<file path="src/rtl/ram_copy_dma.sv">
// Word-copy DMA: moves LEN 32-bit words from SRC to DST over the single-port data RAM,
// one read cycle followed by one write cycle per word.
module ram_copy_dma #(
    parameter int MEM_WORDS = 64,
    parameter int LEN_W     = 7
) (
    input  logic             clk,
    input  logic             rst_n,
    input  logic             start,
    input  logic [31:0]      src_addr,
    input  logic [31:0]      dst_addr,
    input  logic [LEN_W-1:0] len,
    output logic             busy,
    output logic             done,
    output logic             err,
    output logic [31:0]      mem_a,
    output logic             mem_we,
    output logic             mem_re,
    output logic [31:0]      mem_wd,
    input  logic [31:0]      mem_rd
);

    typedef enum logic [1:0] {S_IDLE, S_READ, S_WRITE, S_DONE} state_t;

    state_t           state, state_nx;
    logic [31:0]      src_ptr, dst_ptr, data_q;
    logic [LEN_W-1:0] remaining;
    logic             err_q;
    logic             misaligned, out_of_range, req_bad;
    logic [32:0]      src_end, dst_end;

    // Word-index end points carried in 33 bits so a huge address plus len cannot wrap.
    always_comb begin
        src_end      = {3'b000, src_addr[31:2]} + 33'(len);
        dst_end      = {3'b000, dst_addr[31:2]} + 33'(len);
        misaligned   = (src_addr[1:0] != 2'b00) || (dst_addr[1:0] != 2'b00);
        out_of_range = (src_end > 33'(MEM_WORDS)) || (dst_end > 33'(MEM_WORDS));
        req_bad      = misaligned || out_of_range;
    end

    always_comb begin
        state_nx = state;
        case (state)
            S_IDLE: begin
                if (start) begin
                    if (req_bad || (len == '0)) state_nx = S_DONE;
                    else                        state_nx = S_READ;
                end
            end
            S_READ:  state_nx = S_WRITE;
            S_WRITE: state_nx = (remaining == LEN_W'(1)) ? S_DONE : S_READ;
            S_DONE:  state_nx = S_IDLE;
            default: state_nx = S_IDLE;
        endcase
    end

    always_ff @(posedge clk or negedge rst_n) begin
        if (!rst_n) state <= S_IDLE;
        else        state <= state_nx;
    end

    always_ff @(posedge clk or negedge rst_n) begin
        if (!rst_n) begin
            src_ptr   <= '0;
            dst_ptr   <= '0;
            data_q    <= '0;
            remaining <= '0;
            err_q     <= 1'b0;
        end else begin
            case (state)
                S_IDLE: begin
                    if (start) begin
                        src_ptr   <= src_addr;
                        dst_ptr   <= dst_addr;
                        remaining <= len;
                        err_q     <= req_bad;
                    end
                end
                S_READ: data_q <= mem_rd;
                S_WRITE: begin
                    src_ptr   <= src_ptr + 32'd4;
                    dst_ptr   <= dst_ptr + 32'd4;
                    remaining <= remaining - LEN_W'(1);
                end
                default: ;
            endcase
        end
    end

    always_comb begin
        busy   = 1'b0;
        done   = 1'b0;
        mem_a  = '0;
        mem_we = 1'b0;
        mem_re = 1'b0;
        mem_wd = '0;
        case (state)
            S_READ: begin
                busy   = 1'b1;
                mem_re = 1'b1;
                mem_a  = src_ptr;
            end
            S_WRITE: begin
                busy   = 1'b1;
                mem_we = 1'b1;
                mem_a  = dst_ptr;
                mem_wd = data_q;
            end
            S_DONE:  done = 1'b1;
            default: ;
        endcase
    end

    assign err = err_q;

endmodule
</file>
<file path="config.mk">
export PLATFORM = sky130hd
export DESIGN_NAME = ram_copy_dma
export DESIGN_NICKNAME = d
export VERILOG_FILES = /design/src/rtl/ram_copy_dma.sv
export SDC_FILE = /design/constraint.sdc
export NUM_CORES = 1
export LEC_CHECK = 0
export BUFFER_PORTS_ARGS = -buffer_cell sky130_fd_sc_hd__buf_2
export CORE_MARGIN = 2
export CORE_UTILIZATION = 33
export DETAILED_ROUTE_END_ITERATION = 7
export PLACE_DENSITY_LB_ADDON = 0.3
export SLEW_MARGIN = 20
export SYNTH_ARGS = -nofsm -noshare
export SYNTH_HDL_FRONTEND = slang
export SYNTH_SLANG_ARGS = --single-unit
</file>
<file path="constraint.sdc">
create_clock -name clk -period 4.26 [get_ports clk]
set_input_delay 0.213 -clock clk [delete_from_list [all_inputs] [get_ports clk]]
set_output_delay 0.213 -clock clk [all_outputs]
set_load 0.05 [all_outputs]
</file>
==> results of run 1 <==
worst max-delay path: cells and delay by family, from the launching register on:
| kind | cells | cell delay (ns) |
|---|---|---|
| and+or+nand+nor | 1 | 0.12 |
| DFF | 1 | 0.43 |
| adders and majority gates | 1 | 0.55 |
| AOI/OAI and AO/OA | 1 | 0.43 |
| buffers and inverters | 3 | 0.92 |
cells by family (layout without fill, tap and decap cells):
group | count (synthesis) | after routing | share of synthesized area, %
multiplexers | 62 | 62 | 8.179
other | 0 | 1 | 0
flip-flops | 106 | 106 | 32.66
AND/OR/NAND/NOR | 347 | 347 | 23.23
AO/OA/AOI/OAI | 318 | 318 | 26.89
adder cells (fa/ha/maj) | 25 | 25 | 4.036
XOR/XNOR | 12 | 12 | 1.294
buffers and inverters | 76 | 222 | 3.712
placed cells by master (no fill, tap or decap), types with 5 or more instances in the layout:
cell	synthesis	final
nor2b_1	33	33
o21ai_0	60	59
a31oi_1	11	11
nor3_1	16	16
o2111ai_1	10	10
nand2_1	81	81
a21oi_1	78	78
and2_1	36	36
or3_1	7	7
buf_4	1	5
and3_1	26	26
buf_2	4	173
nor2_1	41	41
mux2i_1	27	27
a211oi_1	7	7
inv_1	22	22
clkbuf_16	0	9
ha_1	23	21
mux2_2	34	34
a211o_1	5	5
nand3_1	49	49
nor4_1	8	8
a211oi_2	5	5
xnor2_1	5	5
and4_1	7	7
o22ai_1	53	53
dfrtp_1	106	106
a22oi_1	35	35
nand4_1	17	17
xor2_1	7	7
sequential cells by signal (all words and copies together), names as in the netlist:
register and count:
dst_ptr 32, remaining 7, src_ptr 32, err 1, data_q 32, state 2
per-layer routing:
layer  vias to the layer above  share of wire [%]
met1                      3923                 46
met5                         -              0.047
li1                       3879                  -
met3                        40                7.2
met4                         2                2.1
met2                       301                 45
worst max path at each step:
stage / end / slack [ns] / depth (start not counted)
2_1_floorplan: mem_a[23] / 1.19 / 6
3_3_place_gp: err / 1.13 / 11
3_5_place_dp: err / 1.05 / 11
4_1_cts: mem_a[23] / 1.16 / 6
5_1_grt: mem_a[23] / 1.06 / 6
6_report: mem_a[23] / 1.18 / 6
layout make-up:
class                      count  area, µm²
tap                          324      405.4
sequential                   106       2653
clock inverter                 3      23.77
inverter                      23      86.33
clock buffer                  13      260.3
timing repair buffer         183      984.7
antenna                        1      2.502
fill                        2513      14640
multi-input combinational    764       5195
power by group through the flow:
stage	clock network [mW]	logic, mW	registers, mW
2_1_floorplan	0	3.33	1.94
3_3_place_gp	0	4.28	2.10
3_5_place_dp	0	4.33	2.12
4_1_cts	0.858	4.34	2.10
5_1_grt	0.894	4.69	2.20
6_report	0.834	4.33	2.12
Yosys cell counts (all sizes together), types with 7 or more instances:
cell type,n,area (µm²)
o21ai,64,331.6
xor2,7,61.31
a21oi,79,406.6
mux2i,27,270.3
nor2,42,160.2
a22oi,36,275.3
nor4,10,83.83
mux2,35,394.1
nor3,18,100.1
nand3,50,255.3
a211oi,13,135.1
nand2,81,304.0
nor2b,33,206.5
buf,7,42.54
clkbuf,46,172.7
inv,22,82.58
and4,7,61.31
o22ai,53,331.6
a2111oi,7,148.9
and2,37,231.5
nand4,20,152.6
and3,26,162.7
or3,7,43.79
dfrtp,106,2653
ha,23,287.8
a31oi,11,68.82
o2111ai,10,87.58
==> summary.txt, run 1 <==
initial core utilization - 33.50%
RSZ-0062 raised after global routing - false
Mapped Nets - 1077
row count - 57
global route total overflow - 0
CP endpoint kind - primary output
detailed-route DRC error count - 0
most used routing layer - met2
chip height - 160.9 µm
drt first pass iters - 5
TNS Setup - 0 ns
PwrDens - 757.3 mW/mm²
R2R cell count - 8
largest net degree at the start of global routing - 112
Post-synth top flop - dfrtp_1
worst path required time - 4.05 ns
max_cap viols - 0
Layout Utilization - 39.63%
met1 usage - 29.75%
Placer Congestion - 0.9034
crit path DAT - 2.86 ns
met3 Use GR - 3.538%
Finish-stage setup viols - 0
Cells after DPL - 1399
P_leak - 4.024 nW
Hold WS - 0.08259 ns
Hold EP - data_q[0]
worst slew pin tran - 0.8256 ns
initial DRC count - 745
Cells after Synth - 946
CP Max Fanout - 86
internal power - 3.426 mW
Gate power share - 59.5%
reg-to-reg startpoint - state[0]
RR Endpoint - dst_ptr[19]
sw power - 3.853 mW
Post-Place Worst Slack - 1.054 ns
area grow syn2layout - 18.31%
H-tree levels - 3
clock-pin slew on the worst setup and hold paths - 0.08 ns
CP max-delay cell - ha_4
flops & latches, synth - 106
Yosys Warn Count - 0
Slew HR - 44.96%
Setup crit start kind - flip-flop
grt met2 use - 32.89%
outcome - completed
# resized after CTS - 0
FMAX - 0.3250 GHz
sequential fraction of the synthesis area - 32.66%
Routed Antenna Nets - 0
smallest setup slack after layout - 1.183 ns
Final HPWL DP - 20730 µm
Synth Area per Inst - 8.586 µm²
max incr delay on CP - 0.55 ns
port bufs - 174
WL final - 27840 µm
overall power - 7.278 mW
Layout Cells excl Fill - 1417
critical path class - reg2out
Hold Crit Depth - 2
GRT Overall Usage - 21.11%
ratio of cells with drive above 1 in the final layout - 24.63%
min-delay src - mem_rd[0]
Min Clock Period, post-route - 3.077 ns
full die area - 0.02589 mm²
synth unique cells - 85
worst vdd ir - 0.6040 mV
Core Footprint - 0.02425 mm²
clk buf depth - 2
TritonCTS clock tree - built
Worst-Skew Late Latency - 0.36 ns
postcts setup bufs - 0
fin area - 0.009610 mm²
sequential fraction of design power - 29.1%
clock root cell - clkbuf_16
Nets - 1218
CTS buffer count - 9
flop-to-flop setup slack - 1.40 ns
drt wl/cell - 19.65 µm
initial antenna violation count - 2
Die W - 160.9 µm
placed instance area - 0.009310 mm²
vias in the first global route - 7492
hold_buf cts - 0
Final Hold Viols - 0
first-pass GRT wire length - 42970 µm
sw frac - 52.93%
period utilization - 72.22%
Vias - 8145
synthesized area - 0.008123 mm²
max-slew violations - 0
I/O pins - 175
Clock Skews - 0.007726 ns
Post-synth EDFFs - 0
hold crit path type - in2reg
Cell Chain, Critical Path - inv_1 -> ha_4 -> buf_12 -> nand2_1 -> a21boi_0 -> buf_2
Clock Sinks - 106
Worst setup startpoint - state[0]
asr flop ratio synth - 100.0%
drt via density - 5.748
Clk network pwr share - 11.5%
No activity file was read; power rests on OpenSTA's default activity.
==> inputs of run 2 (changes only) <==
==> constraint.sdc (replaced) <==
create_clock -name clk -period 3.22 [get_ports clk]
set_input_delay 0.161 -clock clk [delete_from_list [all_inputs] [get_ports clk]]
set_output_delay 0.161 -clock clk [all_outputs]
set_load 0.05 [all_outputs]
==> summary.txt, run 2 (synthesis gave the netlist of run 1 again) <==
Slew HR - 42.83%
crit path DAT - 2.84 ns
Hold WS - 0.04061 ns
CP endpoint kind - flip-flop
Top Registers - data_q x32, dst_ptr x32, src_ptr x32
WL final - 27660 µm
Nets - 1230
sw power - 5.079 mW
drt wl/cell - 19.34 µm
PwrDens - 1002 mW/mm²
smallest setup slack after layout - 0.6341 ns
hold crit path type - in2reg
Clock Skews - 0.01028 ns
row count - 57
RSZ-0062 raised after global routing - false
Die W - 160.9 µm
drt first pass iters - 5
Min Clock Period, post-route - 2.586 ns
Final Hold Viols - 0
Setup crit start kind - flip-flop
Worst-Skew Late Latency - 0.36 ns
chip height - 160.9 µm
Core Footprint - 0.02425 mm²
clock-pin slew on the worst setup and hold paths - 0.08 ns
Clk network pwr share - 12.3%
largest net degree at the start of global routing - 90
worst path required time - 3.47 ns
detailed-route DRC error count - 0
clock root cell - clkbuf_16
placed instance area - 0.009388 mm²
postcts setup bufs - 0
global route total overflow - 0
sequential fraction of design power - 28.8%
first-pass GRT wire length - 43000 µm
vias in the first global route - 7609
overall power - 9.735 mW
Clock Sinks - 106
fin area - 0.009716 mm²
Routed Antenna Nets - 0
internal power - 4.656 mW
Placer Congestion - 0.9323
GRT Overall Usage - 21.12%
P_leak - 4.098 nW
port bufs - 174
initial core utilization - 33.50%
initial antenna violation count - 3
outcome - completed
max_cap viols - 0
CTS buffer count - 9
Post-Place Worst Slack - 0.2689 ns
FMAX - 0.3867 GHz
commonest non-fill, non-tap cell in the layout - buf_2
highest-count cells in the layout ignoring fill and taps - buf_2, dfrtp_1, nand2_1
critical path class - reg2reg
initial DRC count - 700
clk buf depth - 2
sw frac - 52.17%
worst slew pin tran - 0.8575 ns
I/O pins - 175
worst vdd ir - 0.5256 mV
max-slew violations - 0
period utilization - 80.31%
H-tree levels - 3
Vias - 8148
Gate power share - 58.9%
Finish-stage setup viols - 0
TNS Setup - 0 ns
Final HPWL DP - 21280 µm
drt via density - 5.698
CP Max Fanout - 52
ratio of cells with drive above 1 in the final layout - 25.63%
full die area - 0.02589 mm²
area grow syn2layout - 19.61%
TritonCTS clock tree - built
[run 2: cell types whose count changed in the layout (fill, tap and decap cells not counted)]
cell        before  now
clkinv_2         0    1
clkinvlp_4       2    1
bufinv_16        0    1
diode_2          1    2
clkinv_4         1    0
buf_12           3    2
buf_6            1    0
buf_4            5   19
clkbuf_1         2    0
inv_6            0    2
[run 2: critical path: stages (launching register included)]
cell     delay, ns
dfrtp_1       0.45
inv_1         0.17
ha_1          0.44
nand2_1       0.28
o21ai_4       0.31
nand2_1       0.11
buf_4         0.34
o22a_1        0.26
o21a_1        0.10
[run 2: cell type report]
cell class                      instances  area [µm²]
Fill cell                            2553       14530
Multi-Input combinational cell        764        5195
Sequential cell                       106        2653
Timing Repair Buffer                  195        1059
Tap cell                              324       405.4
Clock buffer                           11       252.7
Inverter                               23       86.33
Clock inverter                          5       60.06
Antenna cell                            2       5.005
[run 2: final timing paths]
kind,startpoint,end,slack (ns),depth (start not counted)
setup / recovery,state[1],src_ptr[13],0.63,8
hold / removal,mem_rd[12],data_q[12],0.04,2
setup reg to reg,state[1],src_ptr[13],0.63,8
hold reg to reg,dst_ptr[0],dst_ptr[0],0.49,2
max in group asynchronous,rst_n,src_ptr[16],1.96,3
min in group asynchronous,rst_n,data_q[24],0.46,2
[run 2: power by group through the flow]
stage               sequential (mW)  combinational, mW  clock [mW]
floorplan                      2.57               4.41           0
global placement               2.79               5.69           0
detailed placement             2.81               5.75           0
CTS                            2.78               5.76        1.23
global route                   2.92               6.26        1.28
finish                         2.80               5.74        1.19
[run 2: layer usage]
layer	global-route usage, %	wire [µm]
met1	29.86	12760
met2	32.54	12380
met3	3.306	1795
met4	7.914	709
met5	0	13
[run 2: repair_timing]
item                      4_1_cts  5_1_grt
hold endpoints to repair       57        0
hold buffers                    1        0
resized for setup               0        0
[run 2: per-stage QoR]
step                cells  util [%]
finish               1430     40.07
global route         1430     40.07
CTS                  1428     40.05
detailed placement   1411     38.72
global placement     1411     38.72
floorplan             946         -
